`src/rtl/aes_key_sched_ctrl.sv`:
```
// aes_key_sched_ctrl
//   Sequencer and round-key store for AES-128 key expansion. A cipher key is
//   accepted over valid/ready, the external KeyTotal generator is stepped through
//   rounds 1..10 (KG_LAT extra cycles per round), and all 11 round keys are kept
//   in a register file with a registered, 1-cycle-latency read port.
//   Optional feature macro: KEYSCHED_ZEROIZE_EN -- when defined, round keys 1..10
//   are cleared on every key acceptance so a previous schedule is never readable.
module aes_key_sched_ctrl #(
  parameter int KG_LAT = 0
) (
  input  logic         clk,
  input  logic         rst_n,
  input  logic [127:0] key_in,
  input  logic         key_valid,
  output logic         key_ready,
  output logic [127:0] kg_key,
  output logic [3:0]   kg_times,
  input  logic [127:0] kg_keyout,
  output logic         busy,
  output logic         sched_done,
  input  logic         rk_rd_en,
  input  logic [3:0]   rk_addr,
  output logic [127:0] rk_data,
  output logic         rk_valid
);

  localparam int              WAIT_W     = (KG_LAT > 0) ? $clog2(KG_LAT + 1) : 1;
  localparam logic [WAIT_W-1:0] WAIT_LAST = WAIT_W'(KG_LAT);
  localparam logic [3:0]      LAST_ROUND = 4'd10;
  localparam logic [3:0]      LAST_ADDR  = 4'd10;

  typedef enum logic [1:0] {
    IDLE   = 2'd0,
    EXPAND = 2'd1,
    DONE   = 2'd2
  } state_t;

  state_t              state;
  logic [3:0]          round;
  logic [WAIT_W-1:0]   wait_cnt;
  logic [127:0]        cur;
  logic [127:0]        store [0:10];

  logic                accept;
  logic                capture;
  logic                rd_in_range;
  logic                rd_written;

  // Handshake and capture strobes; key_ready is only high in IDLE/DONE
  assign accept  = key_valid & key_ready;
  assign capture = (state == EXPAND) && (wait_cnt == WAIT_LAST);

  // KeyTotal is driven straight from the registered schedule state
  assign kg_key   = (state == EXPAND) ? cur   : '0;
  assign kg_times = (state == EXPAND) ? round : 4'd0;

  // An entry belongs to the current schedule once its round has been captured;
  // anything read on the accept edge still belongs to the outgoing schedule
  assign rd_in_range = (rk_addr <= LAST_ADDR);
  assign rd_written  = !accept && ((rk_addr < round) || (state == DONE));

  // Sequencer: key acceptance, per-round wait, round capture and completion flags
  always_ff @(posedge clk or negedge rst_n) begin
    if (!rst_n) begin
      state      <= IDLE;
      round      <= 4'd0;
      wait_cnt   <= '0;
      cur        <= '0;
      key_ready  <= 1'b1;
      busy       <= 1'b0;
      sched_done <= 1'b0;
    end else if (accept) begin
      state      <= EXPAND;
      cur        <= key_in;
      round      <= 4'd1;
      wait_cnt   <= '0;
      key_ready  <= 1'b0;
      busy       <= 1'b1;
      sched_done <= 1'b0;
    end else if (state == EXPAND) begin
      if (capture) begin
        cur      <= kg_keyout;
        round    <= round + 4'd1;
        wait_cnt <= '0;
        if (round == LAST_ROUND) begin
          state      <= DONE;
          key_ready  <= 1'b1;
          busy       <= 1'b0;
          sched_done <= 1'b1;
        end
      end else begin
        wait_cnt <= wait_cnt + WAIT_W'(1);
      end
    end
  end

  // Round-key register file: key 0 on acceptance, key N on the capture of round N
  always_ff @(posedge clk or negedge rst_n) begin
    if (!rst_n) begin
      for (int i = 0; i < 11; i++) begin
        store[i] <= '0;
      end
    end else if (accept) begin
      store[0] <= key_in;
`ifdef KEYSCHED_ZEROIZE_EN
      for (int i = 1; i < 11; i++) begin
        store[i] <= '0;
      end
`endif
    end else if (capture && (round <= LAST_ROUND)) begin
      store[round] <= kg_keyout;
    end
  end

  // Registered read port; out-of-range addresses return zero and invalid
  always_ff @(posedge clk or negedge rst_n) begin
    if (!rst_n) begin
      rk_data  <= '0;
      rk_valid <= 1'b0;
    end else if (rk_rd_en) begin
      if (rd_in_range) begin
        rk_data  <= store[rk_addr];
        rk_valid <= rd_written;
      end else begin
        rk_data  <= '0;
        rk_valid <= 1'b0;
      end
    end
  end

endmodule

```
`config.mk`:
```
export PLATFORM = sky130hd
export DESIGN_NAME = aes_key_sched_ctrl
export DESIGN_NICKNAME = d
export VERILOG_FILES = /design/src/rtl/aes_key_sched_ctrl.sv
export SDC_FILE = /design/constraint.sdc
export NUM_CORES = 2
export LEC_CHECK = 0
export ABC_AREA = 0
export BUFFER_PORTS_ARGS = -buffer_cell sky130_fd_sc_hd__buf_4
export CORE_MARGIN = 2
export CORE_UTILIZATION = 40
export DETAILED_ROUTE_END_ITERATION = 12
export PLACE_DENSITY = 0.58
export SYNTH_ARGS = -nofsm -noshare
export SYNTH_HDL_FRONTEND = slang
export SYNTH_SLANG_ARGS = --single-unit
```
`constraint.sdc`:
```
create_clock -name clk -period 4 [get_ports clk]
set_clock_uncertainty 0.05 [all_clocks]
set_input_delay 0.4 -clock clk [delete_from_list [all_inputs] [get_ports clk]]
set_output_delay 0.4 -clock clk [all_outputs]
set_load 0.05 [all_outputs]
```
# --- After elaboration in Yosys (flattened, before gate mapping) ---
# Index checks and enable logic that the tools add are counted.
op_classes:
  addsub: 2
  n_lt_le_gt_ge: 6
  eq_ne: 3
  mux: 33
  bitwise: 5
  n_reduce_logical: 13
op_table:
  columns: ["operator", "count"]
  rows:
  - ["bitwise mux 1408 bit", 1]
  - ["2-to-1 mux 1408 bit", 1]
  - ["2-to-1 mux 128 bit", 9]
  - ["binary-select mux 128 bit (select 4 bit)", 1]
  - ["demux 128 bit (select 4 bit)", 1]
  - ["2-to-1 mux 4 bit", 4]
  - ["2-to-1 mux 1 bit", 12]
  - [">= comparator 5 bit, second input constant", 2]
  - ["NOT 4 -> 5 bit", 2]
  - ["less-or-equal comparator 4 bit, second input constant", 2]
  - ["2-to-1 mux 2 bit", 4]
  - ["nonzero test 2 bit", 4]
  - ["< comparator 5 x 1 -> 1 bit, second input constant", 1]
  - ["adder 4 x 1 -> 4 bit, second input constant", 1]
  - ["== test 4 bit, second input constant", 1]
  - ["logical AND 1 bit", 4]
  - ["< comparator 4 bit", 1]
  - ["AND reduction 2 bit", 2]
  - ["AND reduction 3 bit", 1]
  - ["== test 2 x 1 -> 1 bit, second input constant", 1]
  - ["== test 2 bit, second input constant", 1]
  - ["NOT 1 bit", 2]
  - ["adder 1 bit, second input constant", 1]
  - ["AND 1 bit", 1]
  - ["2 further kinds", 2]
totals:
  register_bits: 1675
  in_bits: 264
  out_inout_bits: 264
  elab_cells: 82

# --- Logic depth before layout (Yosys ltp) ---
logic_depth:
  depth_word: 8
  depth_mapped: 8
  depth_no_buf: 5

# --- Worst setup path before layout ---
# Ideal clock, no wire load.
synth_timing:
  path_type: "register to output"
  startpoint: "register state[0]"
  endpoint: "output kg_key[100]"
  t_arrival_ns: 1.943
  required_ns: 3.550
  slack_ns: 1.607
  stages_incl_launch_ff: 5
  n_path_buf: 2
  cell_sequence: "dfrtp_1 > nor2b_1 > clkbuf_1 > clkbuf_1 > and2_1"
synth_via:
  elab_chain_len: 2
synth_lines:
  columns: ["item", "line_no", "rtl"]
  rows:
  - ["from (decl)", "38", "state_t state;"]
  - ["from (signal assigned)", "65", "state <= IDLE;"]
  - ["from (signal assigned)", "73", "state <= EXPAND;"]
  - ["from (signal assigned)", "86", "state <= DONE;"]
  - ["== test 2 x 1 -> 1 bit", "54", "assign kg_key = (state == EXPAND) ? cur : '0;"]
  - ["2-to-1 mux 128 bit", "54", null]
  - ["to (decl)", "16", "output logic [127:0] kg_key,"]
# Every way passes these cells.

# --- Final worst setup path ---
layout_timing:
  startpoint: "register state[0]"
  endpoint: "register cur[59]"
layout_via:
  elab_chain_len: 4
  word_cells_on_any_way: 5
  classes_between: "eq/ne (1); reduce/logical (4)"
layout_lines:
  columns: ["item", "line_no", "rtl"]
  rows:
  - ["== test 2 x 1 -> 1 bit *", "51, 80", null]
  - ["logical AND 1 bit", "51", "assign capture = (state == EXPAND) && (wait_cnt == WAIT_LAST);"]
  - ["nonzero test 2 bit (no line)", null, null]
  - ["AND reduction 2 bit (no line) *", null, null]
  - ["to (signal assigned)", "74", "cur <= key_in;"]
  - ["to (signal assigned)", "82", "cur <= kg_keyout;"]
  - ["to (decl)", "41", "logic [127:0] cur;"]
# Every way passes the cells marked *; elsewhere a longest branch is shown, timed or not.
# A chain may end at the register's enable or synchronous reset.

==> impl_results.md <==
* Count of final hold-check violations at 0
* Post-Route WL at 216000 um
* # setup viols final at 0
* Leakage at 43.5 nW
* Final Total Pwr at 0.0716 W
* Port bufs at 527
* Top post-synthesis cells by area: dfrtp_1, mux2_2, mux2i_1, a221oi_1, nand2_1
* Post-route setup TNS at 0 ps
* Pin count of the biggest net entering global routing at 158
* Worst R2R Setup Slack at 410 ps
* Worst reg2reg endpoint: cur[59]
* Maximum clock rate at 279 MHz
* FILL cells at 16300
* Starting density of the core at 40.2%
* Synthesized Nets at 6010
* Crit path max-delay family: buffers and inverters
* Sequential power share at 40.2%
* Critical Path AT at 4240 ps
* Hold depth at 4
* Layout cell share with drive strength beyond 1 at 38.3%
* Comb power frac at 35.3%
* Cells along the critical path: or3b_4 -> buf_12 -> buf_4 -> mux2i_1 -> o21ai_0 -> dlygate4sd3_1
* Min Tclk post-route at 3590 ps
* Worst-path fanout max at 85
* Clock Tree Buf Depth at 3
* Clock power share at 24.5%
* Post-route cell area at 0.0923 mm^2
* Worst Reg-to-Reg Cells at 6
* Clock sink count at 1673
* Max-cap check violation count at 0
* Clk root buf: clkbuf_16
* DR vias at 49700
* Commonest non-fill, non-tap cell in the layout: dfrtp_1
* Clk_lat worst skew at 830 ps
* Final hold slack at 96.1 ps
* Die area at 0.192 mm^2
* Worst setup EP type: register
* Global-route wire length before repair at 332000 um
* All-Layer GR Usage at 22.3%
* Max-slew violation count at 0
* WP data required at 4650 ps
* Seq/Total Area, Yosys at 55.5%
* Critical path type: register to register
* Period utilization at 89.7%
* Synthesized flop and latch total at 1673
* Max H-tree Level at 4
* DIE HEIGHT at 438 um
* Post-route insts no fill at 9115
* Sw Ratio at 33.2%
* Syn. warnings at 0
* RSZ-0062 raised after global routing: no
* Width of the die at 438 um
* Int Power at 0.0478 W
* Nets at 6732
* HPWL Detailed at 130000 um
* CTS tree: yes
* Most frequent cells in the layout: dfrtp_1, mux2_2, buf_4, mux2i_1, nand2_1
* Vias per Instance at 5.45
* Wire per inst at 23.8 um
* Synth cell types at 34
* Iter 0 DRT Violations at 2889
* Synthesis-to-finish area growth at 22.4%
* Global route overflow at 0
* Pwr Density at 776 mW/mm^2
* Hold EP: rk_valid
* DRC Markers at 0
* Post-Syn Area at 0.0754 mm^2
* Num rows at 159
* Post-synth top area cell: dfrtp_1
* Worst-path clk slew at 60 ps
* Mapped Cells at 5739
* Core ar. at 0.188 mm^2
* CP Launch Type: register
* Crit-path slowest cell: buf_4
* Initial antenna violation count at 5
* Worst slew margin at 31.3%
* FF-to-FF Start: state[0]
* Post-synth top area share at 55.5%
* Worst Path Buf+Inv at 3
* IO Count at 528
* Outcome: complete, no violations
* HP Class: primary input to register
* Worst Max-Slew Pin Slew at 1030 ps
* GPL Wtd Cong at 0.801
* Syn avg cell area at 13.1 um^2
* CP max stage delay at 780 ps
* ANT nets after route at 0
* Peak VDD IR at 0.530 mV
* Hold path start: rk_addr[0]
* Sw power at 0.0238 W
* Post-DP Area at 0.0821 mm^2
* Cells after DPL at 8382
* # Post-CTS Setup Buffers at 0
* Num CTS Buffers at 185
* Pre-antenna DRT Iters at 5
* Vias in the first global route at 53400
## layer usage
layer / part of all wire (%) / track usage, %
met5: 0 / 0
met4: 2.9 / 7.02
met3: 3.6 / 3.31
met2: 51 / 39.0
met1: 43 / 28.5
## registers in the layout, summed over array words and instances (netlist names)
signal / flops
key_ready: 1
wait_cnt: 1
store: 1408
state: 1
cur: 128
rk_data: 128
rk_valid: 1
sched_done: 1
round: 4
## Yosys cell counts (all sizes together)
| master | number |
|---|---|
| dfstp | 1 |
| nand2 | 402 |
| o21ai | 130 |
| nor4 | 5 |
| and2 | 133 |
| mux2i | 514 |
| nor3 | 1 |
| ha | 7 |
| xnor2 | 2 |
| nand4 | 1 |
| buf | 228 |
| a41oi | 1 |
| o22ai | 128 |
| a21o | 129 |
| nand4bb | 2 |
| nand2b | 1 |
| nand4b | 1 |
| mux2 | 1536 |
| nand3 | 3 |
| nor3b | 1 |
| nor4b | 2 |
| nor2 | 132 |
| a221oi | 256 |
| dfrtp | 1672 |
| nor2b | 1 |
| o221a | 1 |
| or3b | 1 |
| inv | 6 |
| a21oi | 132 |
| clkbuf | 310 |
## repair_timing
action	4_1_cts	5_1_grt
resized for setup	0	0
hold buffers	387	0
hold endpoints to repair	1642	0
## power groups by stage
| stage | combinational [W] | clock (W) | sequential (W) |
|---|---|---|---|
| 5_1_grt | 0.0271 | 0.0187 | 0.0297 |
| 3_5_place_dp | 0.0239 | 0 | 0.0290 |
| 6_report | 0.0252 | 0.0175 | 0.0288 |
| 2_1_floorplan | 0.0164 | 0 | 0.0292 |
| 4_1_cts | 0.0254 | 0.0180 | 0.0287 |
| 3_3_place_gp | 0.0234 | 0 | 0.0286 |
## logic make-up (layout without fill, tap and decap cells)
group,after synthesis,count (layout),synth area share (%)
simple gates,686,686,4.00
flops,1673,1673,55.5
xor+xnor,2,2,0.0232
fa+ha+maj,7,7,0.116
compound gates,777,777,7.09
mux,2050,2050,29.8
other cells,0,5,0
buf+inv,544,1420,3.46
## worst reg2reg max path, cell delays in order, from the launching register on
cell and delay (ps):
dfrtp_1 430, or3b_4 340, buf_12 540, buf_4 990, mux2i_1 390, o21ai_0 120, dlygate4sd3_1 590
## worst max path at each step
stage	slack [ps]	cells past startpoint	from	endpoint
2_1_floorplan	1610	4	state[0]	kg_key[100]
3_3_place_gp	1070	5	sched_done	store[362]
3_5_place_dp	1020	5	sched_done	store[361]
4_1_cts	590	6	state[0]	cur[103]
5_1_grt	320	6	state[0]	cur[59]
6_report	410	6	state[0]	cur[59]
## per-stage QoR
stage	setup WS [ps]	utilization, %
global placement	1070	43.7
finish	411	49.2
global route	322	49.2
detailed placement	1020	43.7
CTS	591	49.2
floorplan	1610	-
## area by class of cell
class / instances / area (um^2) / area share, %
Antenna cell: 5 / 12.5 / 0.0136
Clock buffer: 289 / 5530 / 6.00
Clock inverter: 52 / 795 / 0.861
Inverter: 6 / 27.5 / 0.0298
Multi-Input combinational cell: 3522 / 31100 / 33.7
Sequential cell: 1673 / 41900 / 45.4
Tap cell: 2495 / 3120 / 3.38
Timing Repair Buffer: 1073 / 9830 / 10.7
Note: power is estimated with default switching activity, not from simulation.
